**src/rtl/q2_sequencer.sv**
```systemverilog
// Q2 CPU timing/state generator: FETCH, optional DEREF, LOAD, bit-serial ALU pass, EXEC.
// Each machine cycle is a settle phase held while ready=0, then a one-clock ws strobe.
module q2_sequencer #(
  parameter int ALU_BITS = 8
) (
  input  logic       clk,
  input  logic       rst_n,
  input  logic       run,
  input  logic       step,
  input  logic       ready,
  input  logic [7:0] dbus,
  output logic       s0,
  output logic       s1,
  output logic       s2,
  output logic       s3,
  output logic       ws,
  output logic       o0,
  output logic       o1,
  output logic       o2,
  output logic       deref,
  output logic       halted
);

  localparam int CW = $clog2(ALU_BITS);
  localparam logic [CW-1:0] CNT_LAST = CW'(ALU_BITS - 2);

  typedef enum logic [3:0] {
    ST_FETCH    = 4'b0000,
    ST_DEREF    = 4'b0001,
    ST_LOAD     = 4'b0010,
    ST_EXEC     = 4'b0011,
    ST_ALU      = 4'b0100,
    ST_ALU_LAST = 4'b1100
  } state_e;

  state_e        state_q, state_d;
  logic          strobe_q, strobe_d;
  logic [2:0]    op_q, op_d;
  logic          deref_q, deref_d;
  logic          halted_q, halted_d;
  logic [CW-1:0] cnt_q, cnt_d;
  logic          run_q;
  logic          run_rise;

  // Only the opcode and indirect bits of the instruction byte are decoded here.
  logic unused_dbus;
  assign unused_dbus = ^{dbus[7], dbus[2:0]};

  assign run_rise = run & ~run_q;

  always_comb begin
    state_d  = state_q;
    strobe_d = strobe_q;
    op_d     = op_q;
    deref_d  = deref_q;
    halted_d = halted_q;
    cnt_d    = cnt_q;
    if (halted_q) begin
      if (step || run_rise) halted_d = 1'b0;
    end else if (!strobe_q) begin
      if (ready) strobe_d = 1'b1;
    end else begin
      strobe_d = 1'b0;
      case (state_q)
        ST_FETCH: begin
          // Route on the byte being latched, not the previous instruction's bits.
          op_d    = dbus[6:4];
          deref_d = dbus[3];
          if (dbus[3])      state_d = ST_DEREF;
          else if (!dbus[6]) state_d = ST_LOAD;
          else              state_d = ST_EXEC;
        end
        ST_DEREF: state_d = op_q[2] ? ST_EXEC : ST_LOAD;
        ST_LOAD: begin
          cnt_d   = '0;
          state_d = ST_ALU;
        end
        ST_ALU: begin
          cnt_d = cnt_q + CW'(1);
          if (cnt_q == CNT_LAST) state_d = ST_ALU_LAST;
        end
        ST_ALU_LAST: begin
          cnt_d   = '0;
          state_d = ST_EXEC;
        end
        ST_EXEC: begin
          state_d  = ST_FETCH;
          halted_d = (op_q == 3'b100) || !run;
        end
        default: state_d = ST_FETCH;
      endcase
    end
  end

  always_ff @(posedge clk or negedge rst_n) begin
    if (!rst_n) begin
      state_q  <= ST_FETCH;
      strobe_q <= 1'b0;
      op_q     <= '0;
      deref_q  <= 1'b0;
      halted_q <= 1'b1;
      cnt_q    <= '0;
      run_q    <= 1'b0;
    end else begin
      state_q  <= state_d;
      strobe_q <= strobe_d;
      op_q     <= op_d;
      deref_q  <= deref_d;
      halted_q <= halted_d;
      cnt_q    <= cnt_d;
      run_q    <= run;
    end
  end

  assign {s3, s2, s1, s0} = state_q;
  assign ws               = strobe_q;
  assign {o2, o1, o0}     = op_q;
  assign deref            = deref_q;
  assign halted           = halted_q;

endmodule

```
**config.mk**
```make
export PLATFORM = sky130hd
export DESIGN_NAME = q2_sequencer
export DESIGN_NICKNAME = d
export VERILOG_FILES = /design/src/rtl/q2_sequencer.sv
export SDC_FILE = /design/constraint.sdc
export NUM_CORES = 1
export LEC_CHECK = 0
export ABC_CLOCK_PERIOD_IN_PS = 1600
export BUFFER_PORTS_ARGS = -buffer_cell sky130_fd_sc_hd__buf_2
export CAP_MARGIN = 20
export CORE_MARGIN = 5
export CORE_UTILIZATION = 43
export CTS_CLUSTER_SIZE = 30
export DETAILED_ROUTE_END_ITERATION = 8
export HOLD_SLACK_MARGIN = 0.08
export PLACE_DENSITY = 0.72
export SYNTH_ARGS = -nofsm -noshare
export SYNTH_HDL_FRONTEND = slang
export SYNTH_SLANG_ARGS = --single-unit
```
**constraint.sdc**
```tcl
create_clock -name clk -period 1.6 [get_ports clk]
set_clock_uncertainty 0.1 [all_clocks]
set_input_delay 0.24 -clock clk [delete_from_list [all_inputs] [get_ports clk]]
set_output_delay 0.24 -clock clk [all_outputs]
set_load 0.01 [all_outputs]
```
==> results of run 1 <==
-- report_power, final --
| part | internal, uW | total [uW] | switching (uW) |
|---|---|---|---|
| clock | 139 | 252 | 114 |
| sequential | 478 | 578 | 100 |
| combinational | 315 | 650 | 335 |
-- metrics by stage --
step	setup TNS, ns	instances	hold slack [ns]	cell area (um2)	power (uW)
after floorplan	-0.0343	71	-0.156	708	980
after global placement	0	108	0.0484	841	1180
after detailed placement	0	108	0.0498	841	1220
after CTS	0	115	0.0860	907	1490
after global routing	-0.0546	115	0.101	913	1620
final	0	115	0.0921	913	1480
-- logic make-up after synthesis --
logic type               after synthesis  synth area share [%]
multiplexers                           4                  6.39
AO/OA/AOI/OAI                         17                  15.6
AND/OR/NAND/NOR                       31                  22.4
flip-flops                            14                  49.9
buffers and inverters                  3                  2.13
adder cells (fa/ha/maj)                2                  3.55
-- how the worst max path moves through the flow --
| stage | endpoint | slack (ns) | cells past startpoint |
|---|---|---|---|
| floorplan | cnt_q[2] | -0.03 | 5 |
| global placement | cnt_q[2] | 0.06 | 4 |
| detailed placement | cnt_q[2] | 0.04 | 5 |
| CTS | cnt_q[2] | 0.008 | 5 |
| global route | cnt_q[2] | -0.05 | 4 |
| finish | cnt_q[2] | 0.007 | 4 |
-- layer usage --
layer  wire (um)  up-vias  global-route usage (%)  share of wire, %
li1            -      308                       -                 -
met2         817       17                    23.3                51
met5           0        -                       0                 0
met1         686      277                    16.9                43
met4          14        0                    6.38              0.87
met3          90        2                    3.25               5.6
-- state kept, by name (all words and copies together), names as in the netlist --
signal   count
state_q      4
run_q        1
ws           1
cnt_q        3
halted       1
op_q         3
deref        1
-- cells in the final DEF (no fill, tap or decap), types with 2 or more instances in the layout --
cell type	n
nand2_1	11
a21oi_1	2
nor2_1	7
o21ai_0	6
dlygate4sd3_1	3
ha_1	2
buf_4	5
buf_2	18
mux2_2	4
clkbuf_4	3
nand2b_1	4
nand3b_1	2
dfrtp_1	13
-- timing repair --
item	CTS	global route
setup endpoints to repair	0	4
buffers inserted	0	0
endpoints found under the hold margin	16	0
gates resized for setup	0	1
hold buffers	3	0
-- cell type report --
| class | count | area, um2 |
|---|---|---|
| Inverter | 1 | 3.75 |
| Timing Repair Buffer | 26 | 158 |
| Tap cell | 16 | 20.0 |
| Multi-Input combinational cell | 54 | 344 |
| Fill cell | 144 | 611 |
| Sequential cell | 14 | 352 |
| Clock buffer | 4 | 36.3 |
-- critical path: cells and delay by family, from the launching register on --
family,cells,cell delay (ns)
compound gates,3,0.63
simple gates,1,0.39
flops,1,0.38
==> run metrics, run 1 <==
total grt overflow 0; clock latency at the later pin of the worst-skew pair 0.28 ns; CTS HTree Levels 1; source of the critical timing path state_q[3]; n_diodes 0; number of port buffers 18; asr flop ratio synth 100%; number of failing hold endpoints at the final stage 0; worst vdd ir between 900 and 1000 uV; sequential-to-total area share from yosys stat 49.9%; detailed-route DRC error count 0; terminus of the critical flop-to-flop path cnt_q[2]; endpoint of the worst hold-timing path op_q[0]; overall via count from detail_route about 600; Top FF cell, synth dfrtp_1; r2r setup slk 0.007 ns; Max-slew headroom between 70% and 80%; Worst Reg2Reg Path Length in Cells 4; initial antenna violation count 0; clock tree from TritonCTS yes; first-pass GRT wire length about 2700 um; post-DR vias/cell 5.25; TritonRoute pass-1 iters 4; total CTS buffers 3; Worst Slack Setup Final 0.00719 ns; final estimated routing congestion in global placement roughly 0.73; biggest cell delay along the critical path roughly 0.4 ns; FF-to-FF Start state_q[3]; pin count of the biggest net entering global routing 15; Post-synth EDFFs 0; wire length per cell after detailed routing around 14 um; worst hold path startpoint dbus[4]; ratio of cells with drive above 1 in the final layout 33.3%; Post-Syn Nets 86; Final period util around 100%; leading cell types by total area after synthesis dfrtp_1 46%, mux2_2 6.4%, nand2_1 5.9%; cell depth of the worst hold path 2; number of distinct standard cells referenced by the synthesized netlist 29; final routed wirelength across all metal layers ~1600 um; core box area approximately 1500 um2; unrepaired setup endpoints after global routing true; library cell with the highest instance count after synthesis dfrtp_1; Gate Count Post-Synth between 70 and 80; GRT Util Overall 14.0%; Clock Sinks 14; number of global-route vias before repair ~600; post-synthesis average cell area ~9.9 um2; Post-Synthesis Cell Area between 700 and 800 um2; post-synth top area share roughly 46%; count of maximum capacitance violations 0; PwrDens around 1600 nW/um2; largest buffer count on any clock path 2; Post-layout nets 115; status complete, no violations; type of the worst setup path register to register; number of synthesized register bits 14; startpoint type of the worst setup path register; min-delay worst type primary input to register; number of placement rows 14; worst slew pin tran about 0.31 ns; Finish-stage setup viols 0; Req. time, crit path between 1.5 and 2 ns; HPWL after detailed placement 1180 um; Die X-Extent approximately 50 um; list of most frequent post-synthesis cells 13 x dfrtp_1, 11 x nand2_1, 7 x nor2_1; DRC violation total after the first TritonRoute iteration 19; Synth-to-Final Area Change 29.7%; clock slew at the register clock pins of the worst setup and hold paths around 0.080 ns; category of the worst setup path capture point register; Post-Place Worst Slack about 0.036 ns; total die area about 2500 um2; ports placed on the boundary 23; Synth area leader dfrtp_1; Initial Utilization roughly 46%; leakage power figure between 0.0004 and 0.0005 uW; Clk Tree Root Cell clkbuf_4; post-route core utilization between 50% and 60%; die boundary height between 50 and 60 um; Data arrival, critical path between 1.5 and 2 ns; maximum operating frequency ~0.63 GHz; max-slew violation count 0; Synthesis Warnings 0; final critical delay including setup and external delays 1.59 ns; CP max-delay cell or3b_1; Antenna Violating Nets Remaining 0; critical path, cell by cell or3b_1, a211o_1, o21bai_1, a21o_1; Crit Path Max Fanout 3
(Power assumes the default switching activity.)
==> inputs of run 2 (changes only) <==
- GPL_TIMING_DRIVEN: unset -> 0
- PLACE_DENSITY: 0.72 -> 0.81
==> run 2 against run 1 <==
The flow now finishes with violations (negative setup slack). Flip-flop and latch count did not move. Utilization up 4.7 points. Largest cell class is now multi-input combinational cells. Combinational power rose by 15%. Hold slack got worse by 0.0046 ns. Fmax shrank 0.66%. Cell area is 7.8% higher. Sequential power shrank 1%. Wire length down 7.9%. Die area unchanged.
==> run metrics, run 2 (synthesized netlist as in run 1, its figures left out) <==
status finished, violations left; violated checks negative setup slack; number of failing hold endpoints at the final stage 0 (unchanged); CTS HTree Levels 1 (unchanged); Data arrival, critical path 1.68 ns (about the same); register with the highest flop count state_q; Worst Slack Setup Final -0.00332 ns (-0.0105 ns); TritonRoute pass-1 iters 4 (unchanged); wire length per cell after detailed routing 12.4 um (-12%); PwrDens 1600 nW/um2 (-1.5%); count of maximum capacitance violations 0 (unchanged); cell area after layout 985 um2 (+7.8%); Post-DP Area 818 um2 (-2.7%); biggest regs state_q (4), cnt_q (3), op_q (3); Initial Utilization 46.2% (unchanged); pin count of the biggest net entering global routing 15 (unchanged); Clock Sinks 14 (unchanged); Combinational Power Share 47.6% (+3.7 points); core box area 1520 um2 (unchanged); sequential cell fraction of total power 36.3% (-2.7 points); storage element area 354 um2 (+0.71%); Die X-Extent 50.5 um (unchanged); Clk Tree Root Cell clkbuf_4; max FFs per register 4 (unchanged); number of placement rows 14 (unchanged); Net Switching 582 uW (+6.1%); Max-slew headroom 69.3% (-9.6 points); total CTS buffers 3 (unchanged); DRC violation total after the first TritonRoute iteration 9 (-10); Synth-to-Final Area Change 39.8%; Cell Count Post-Placement 105 (-2.8%); internal power contribution 989 uW (+6.3%); clock slew at the register clock pins of the worst setup and hold paths 0.08 ns (about the same); startpoint type of the worst setup path register; leakage power figure 0.000471 uW (+7.1%); Crit Path Max Fanout 4 (+1); final routed wirelength across all metal layers 1480 um (-7.9%); ratio of cells with drive above 1 in the final layout 40.4% (+7.1 points); routed wire length on met2 763 um (-6.6%); detailed-route DRC error count 0 (unchanged); clock tree from TritonCTS yes; Multi-input gate area 375 um2 (+9.1%); most frequent cells in the layout 18 x buf_2, 11 x nand2_1, 11 x dfrtp_1; total grt overflow 0 (unchanged); final critical delay including setup and external delays 1.60 ns (+0.0105 ns); switching fraction of total power 37.0% (-0.045 points); ports placed on the boundary 23 (unchanged); Final Instance Count excl. Fillers 120 (+4.3%); Finish-stage setup viols 1 (+1); worst vdd ir 988 uV (+5.3%); GRT Util Overall 13.0% (-1.0 points); final estimated routing congestion in global placement 0.755 (+3.7%); n_diodes 0 (unchanged); HPWL after detailed placement 1010 um (-14%); highest layer used for signal routing met4; number of global-route vias before repair 615 (+1.8%); number of port buffers 18 (unchanged); wl on met1 640 um (-6.7%); post-route core utilization 64.6% (+4.7 points); clock latency at the later pin of the worst-skew pair 0.28 ns (about the same); Final period util 100% (+0.66 points); unrepaired setup endpoints after global routing true; max-slew violation count 0 (unchanged); worst slew pin tran 0.461 ns (+0.148 ns); Post-layout nets 120 (+4.3%); total die area 2550 um2 (unchanged); most common cell after layout, fill and taps aside buf_2; type of the worst setup path register to register; Fillers 121 (-16%); die boundary height 50.5 um (unchanged); first-pass GRT wire length 2640 um (-3.1%); post-DR vias/cell 5.03 (-4.3%); overall via count from detail_route 603 (-0.17%); clock power share 16.2% (-0.9 points); min-delay worst type primary input to register; initial antenna violation count 0 (unchanged); largest buffer count on any clock path 2 (unchanged); Antenna Violating Nets Remaining 0 (unchanged); Req. time, crit path 1.68 ns (about the same); met3 wire length 55 um (-39%); category of the worst setup path capture point register; maximum operating frequency 0.624 GHz (-0.66%)
[run 2: stage by stage]
step | power, uW | setup WS [ns] | TNS (ns) | hold slack, ns
after floorplan | 980 | -0.0343 | -0.0343 | -0.156
after global placement | 1140 | -0.0505 | -0.0505 | 0.0477
after detailed placement | 1170 | -0.0621 | -0.0621 | 0.0572
after CTS | 1500 | -0.0416 | -0.0416 | 0.0800
after global routing | 1710 | -0.0828 | -0.197 | 0.0824
final | 1570 | -0.00332 | -0.00332 | 0.0875
[run 2: layout make-up]
type | count | share of cell area (%)
Inverter | 1 | 0.381
Multi-Input combinational cell | 54 | 38.1
Buffer | 2 | 1.52
Timing Repair Buffer | 29 | 18.3
Tap cell | 16 | 2.03
Clock buffer | 4 | 3.68
Sequential cell | 14 | 36.0
[run 2: worst paths after layout]
kind                            start         end  slack (ns)  cells after the start
min                              step      halted        0.09                      3
max reg2reg                state_q[1]    cnt_q[2]      -0.003                      5
max in group asynchronous       rst_n      halted        0.84                      2
min in group asynchronous       rst_n  state_q[0]        0.27                      2
min reg2reg                  cnt_q[0]    cnt_q[0]        0.40                      1
max                        state_q[1]    cnt_q[2]      -0.003                      5
[run 2: worst max-delay path: stages (launching register included)]
cell,delay (ns)
dfrtp_1,0.36
buf_6,0.11
or3b_1,0.34
a211o_1,0.28
o21bai_1,0.16
a21o_1,0.15
[run 2: routing by layer]
| metal | GRT usage, % | vias up |
|---|---|---|
| li1 | - | 316 |
| met1 | 15.9 | 275 |
| met2 | 22.3 | 8 |
| met3 | 2.37 | 4 |
| met4 | 5.11 | 0 |
| met5 | 0 | - |
[run 2: power by group through the flow]
stage | Combinational [uW] | Sequential, uW | Clock (uW)
6_report | 747 | 570 | 254
5_1_grt | 828 | 592 | 286
4_1_cts | 666 | 568 | 265
3_5_place_dp | 576 | 591 | 0
3_3_place_gp | 557 | 583 | 0
2_1_floorplan | 357 | 623 | 0
[run 2: what timing repair did]
action,CTS,global route
setup endpoints to repair,1,10
gates resized for setup,3,7
buffers inserted,8,0
hold buffers,3,0
pin swaps,1,2
endpoints found under the hold margin,16,0
==> inputs of run 3 (changes only) <==
- REMOVE_ABC_BUFFERS: unset -> 1
==> run 3 against run 2 <==
The flow still finishes with violations (negative setup slack). Critical path depth shrank 1. Via count grew 10%. Register-to-register slack lost 0.02 ns. Hold slack lost 0.0017 ns. Non-clock buffer count shrank 4. Cell area shrank 5.6%. Clock power grew 3%. Wire length grew 18%. Critical path type unchanged. Largest power group unchanged. Highest routed layer unchanged.
==> run metrics, run 3 (synthesized netlist as in run 1, its figures left out) <==
Finish-stage setup viols 1 (unchanged); final hold slack 0.0858 ns (-0.00175 ns); Crit Path Max Fanout 2 (-2); wire length per cell after detailed routing 15.0 um (+22%); ratio of cells with drive above 1 in the final layout 38.0% (-2.4 points); clock slew at the register clock pins of the worst setup and hold paths 0.09 ns (about the same); total CTS buffers 3 (unchanged); number of placement rows 14 (unchanged); post-route core utilization 61.0% (-3.6 points); startpoint type of the worst setup path register; maximum operating frequency 0.616 GHz (-1.2%); Max-slew headroom 74.3% (+5.1 points); final critical delay including setup and external delays 1.62 ns (+0.0191 ns); number of port buffers 18 (unchanged); HPWL after detailed placement 1060 um (+4.4%); violated checks negative setup slack; register with the highest flop count state_q; Worst Reg2Reg Path Length in Cells 4 (-1); FF-to-FF Start state_q[2]; final estimated routing congestion in global placement 0.740 (-1.9%); clock latency at the later pin of the worst-skew pair 0.29 ns (about the same); Final period util 101% (+1.2 points); worst vdd ir 945 uV (-4.3%); Synth-to-Final Area Change 32.0%; overall via count from detail_route 663 (+10%); TritonRoute pass-1 iters 4 (unchanged); Req. time, crit path 1.69 ns (about the same); final routed wirelength across all metal layers 1750 um (+18%); type of the worst setup path register to register; critical path, cell by cell or3b_1, a211o_1, o21bai_1, a21o_1; Die X-Extent 50.5 um (unchanged); Clock Sinks 14 (unchanged); worst slew pin tran 0.384 ns (-0.0771 ns); CTS HTree Levels 1 (unchanged); r2r setup slk -0.02 ns (-0.02 ns); DRC violation total after the first TritonRoute iteration 14 (+5); end of the critical path cnt_q[2]; status finished, violations left; number of global-route vias before repair 633 (+2.9%); initial antenna violation count 0 (unchanged); terminus of the critical flop-to-flop path cnt_q[2]; clock tree from TritonCTS yes; count of maximum capacitance violations 0 (unchanged); Post-Place Worst Slack -0.131 ns (-0.0688 ns); detailed-route DRC error count 0 (unchanged); pin count of the biggest net entering global routing 15 (unchanged); ports placed on the boundary 23 (unchanged); die boundary height 50.5 um (unchanged); biggest cell delay along the critical path 0.42 ns (+0.06 ns); biggest regs state_q (4), cnt_q (3), op_q (3); Initial Utilization 46.2% (unchanged); Data arrival, critical path 1.71 ns (+0.03 ns); core box area 1520 um2 (unchanged); max-slew violation count 0 (unchanged); number of failing hold endpoints at the final stage 0 (unchanged); category of the worst setup path capture point register; Antenna Violating Nets Remaining 0 (unchanged); unrepaired setup endpoints after global routing true; largest buffer count on any clock path 2 (unchanged); max FFs per register 4 (unchanged); leakage power figure 0.000441 uW (-6.3%); PwrDens 1640 nW/um2 (+2.5%); sum of negative setup slack -0.0224 ns (-0.0191 ns); total die area 2550 um2 (unchanged); total grt overflow 0 (unchanged); critical path's top delay family compound AO/OA/AOI/OAI gates; CP max-delay cell dfrtp_2; Fillers 121 (unchanged); most common cell after layout, fill and taps aside buf_2; worst hold path startpoint dbus[4]; Clk Tree Root Cell clkbuf_4; first-pass GRT wire length 2830 um (+7.4%); GRT Util Overall 14.0% (+1.0 points); min-delay worst type primary input to register; count of buffering cells on the critical path with inverters included 0 (-1); source of the critical timing path state_q[2]; Post-layout nets 116 (-3.3%); most frequent cells in the layout 18 x buf_2, 11 x nand2_1, 10 x dfrtp_1; total stage count of the critical path 4 (-1); Worst Slack Setup Final -0.0224 ns (-0.0191 ns); n_diodes 0 (unchanged); post-DR vias/cell 5.72 (+14%)
## run 3: area by class of cell
class | instances | area, um2 | area share [%]
flip-flops and latches | 14 | 355 | 38.2
inverters | 1 | 3.75 | 0.404
clock buffers | 4 | 36.3 | 3.90
multi-input cells | 54 | 349 | 37.6
repair buffers | 27 | 165 | 17.8
well taps | 16 | 20.0 | 2.15
## run 3: how the worst min path moves through the flow
stage | slack, ns | depth (start not counted) | endpoint
global placement | 0.05 | 1 | cnt_q[2]
detailed placement | 0.05 | 1 | cnt_q[2]
global route | 0.08 | 2 | op_q[0]
finish | 0.09 | 2 | op_q[0]
CTS | 0.09 | 2 | op_q[0]
floorplan | -0.16 | 0 | cnt_q[0]
## run 3: through the flow
step,cells,power [uW],area [um2]
floorplan,69,954,693
finish,116,1520,930
detailed placement,103,1150,803
global placement,103,1120,803
CTS,115,1490,917
global route,116,1630,930
## run 3: worst reg2reg max path, delay by kind of cell, from the launching register on
family,cells,cell delay [ns]
AO/OA/AOI/OAI,3,0.65
flip-flops,1,0.42
AND/OR/NAND/NOR,1,0.37
## run 3: per-layer routing
| metal | routed length, um | global-route usage (%) | up-vias |
|---|---|---|---|
| li1 | - | - | 309 |
| met1 | 760 | 18.5 | 326 |
| met2 | 863 | 22.7 | 22 |
| met3 | 81 | 1.78 | 6 |
| met4 | 40 | 6.38 | 0 |
| met5 | 0 | 0 | - |
## run 3: timing repair
action	4_1_cts	5_1_grt
buffers inserted	5	1
cloned	0	0
hold buffers	3	0
pin swaps	1	3
endpoints found under the hold margin	16	0
setup endpoints to repair	1	7
resized for setup	4	2
## run 3: report_power, final
| group | leakage [uW] | internal (uW) | total [uW] | switching [uW] |
|---|---|---|---|---|
| sequential | 0.000167 | 482 | 606 | 124 |
| combinational | 0.000253 | 324 | 654 | 330 |
| clock | 0.0000210 | 139 | 262 | 123 |
| total | 0.000441 | 945 | 1520 | 577 |
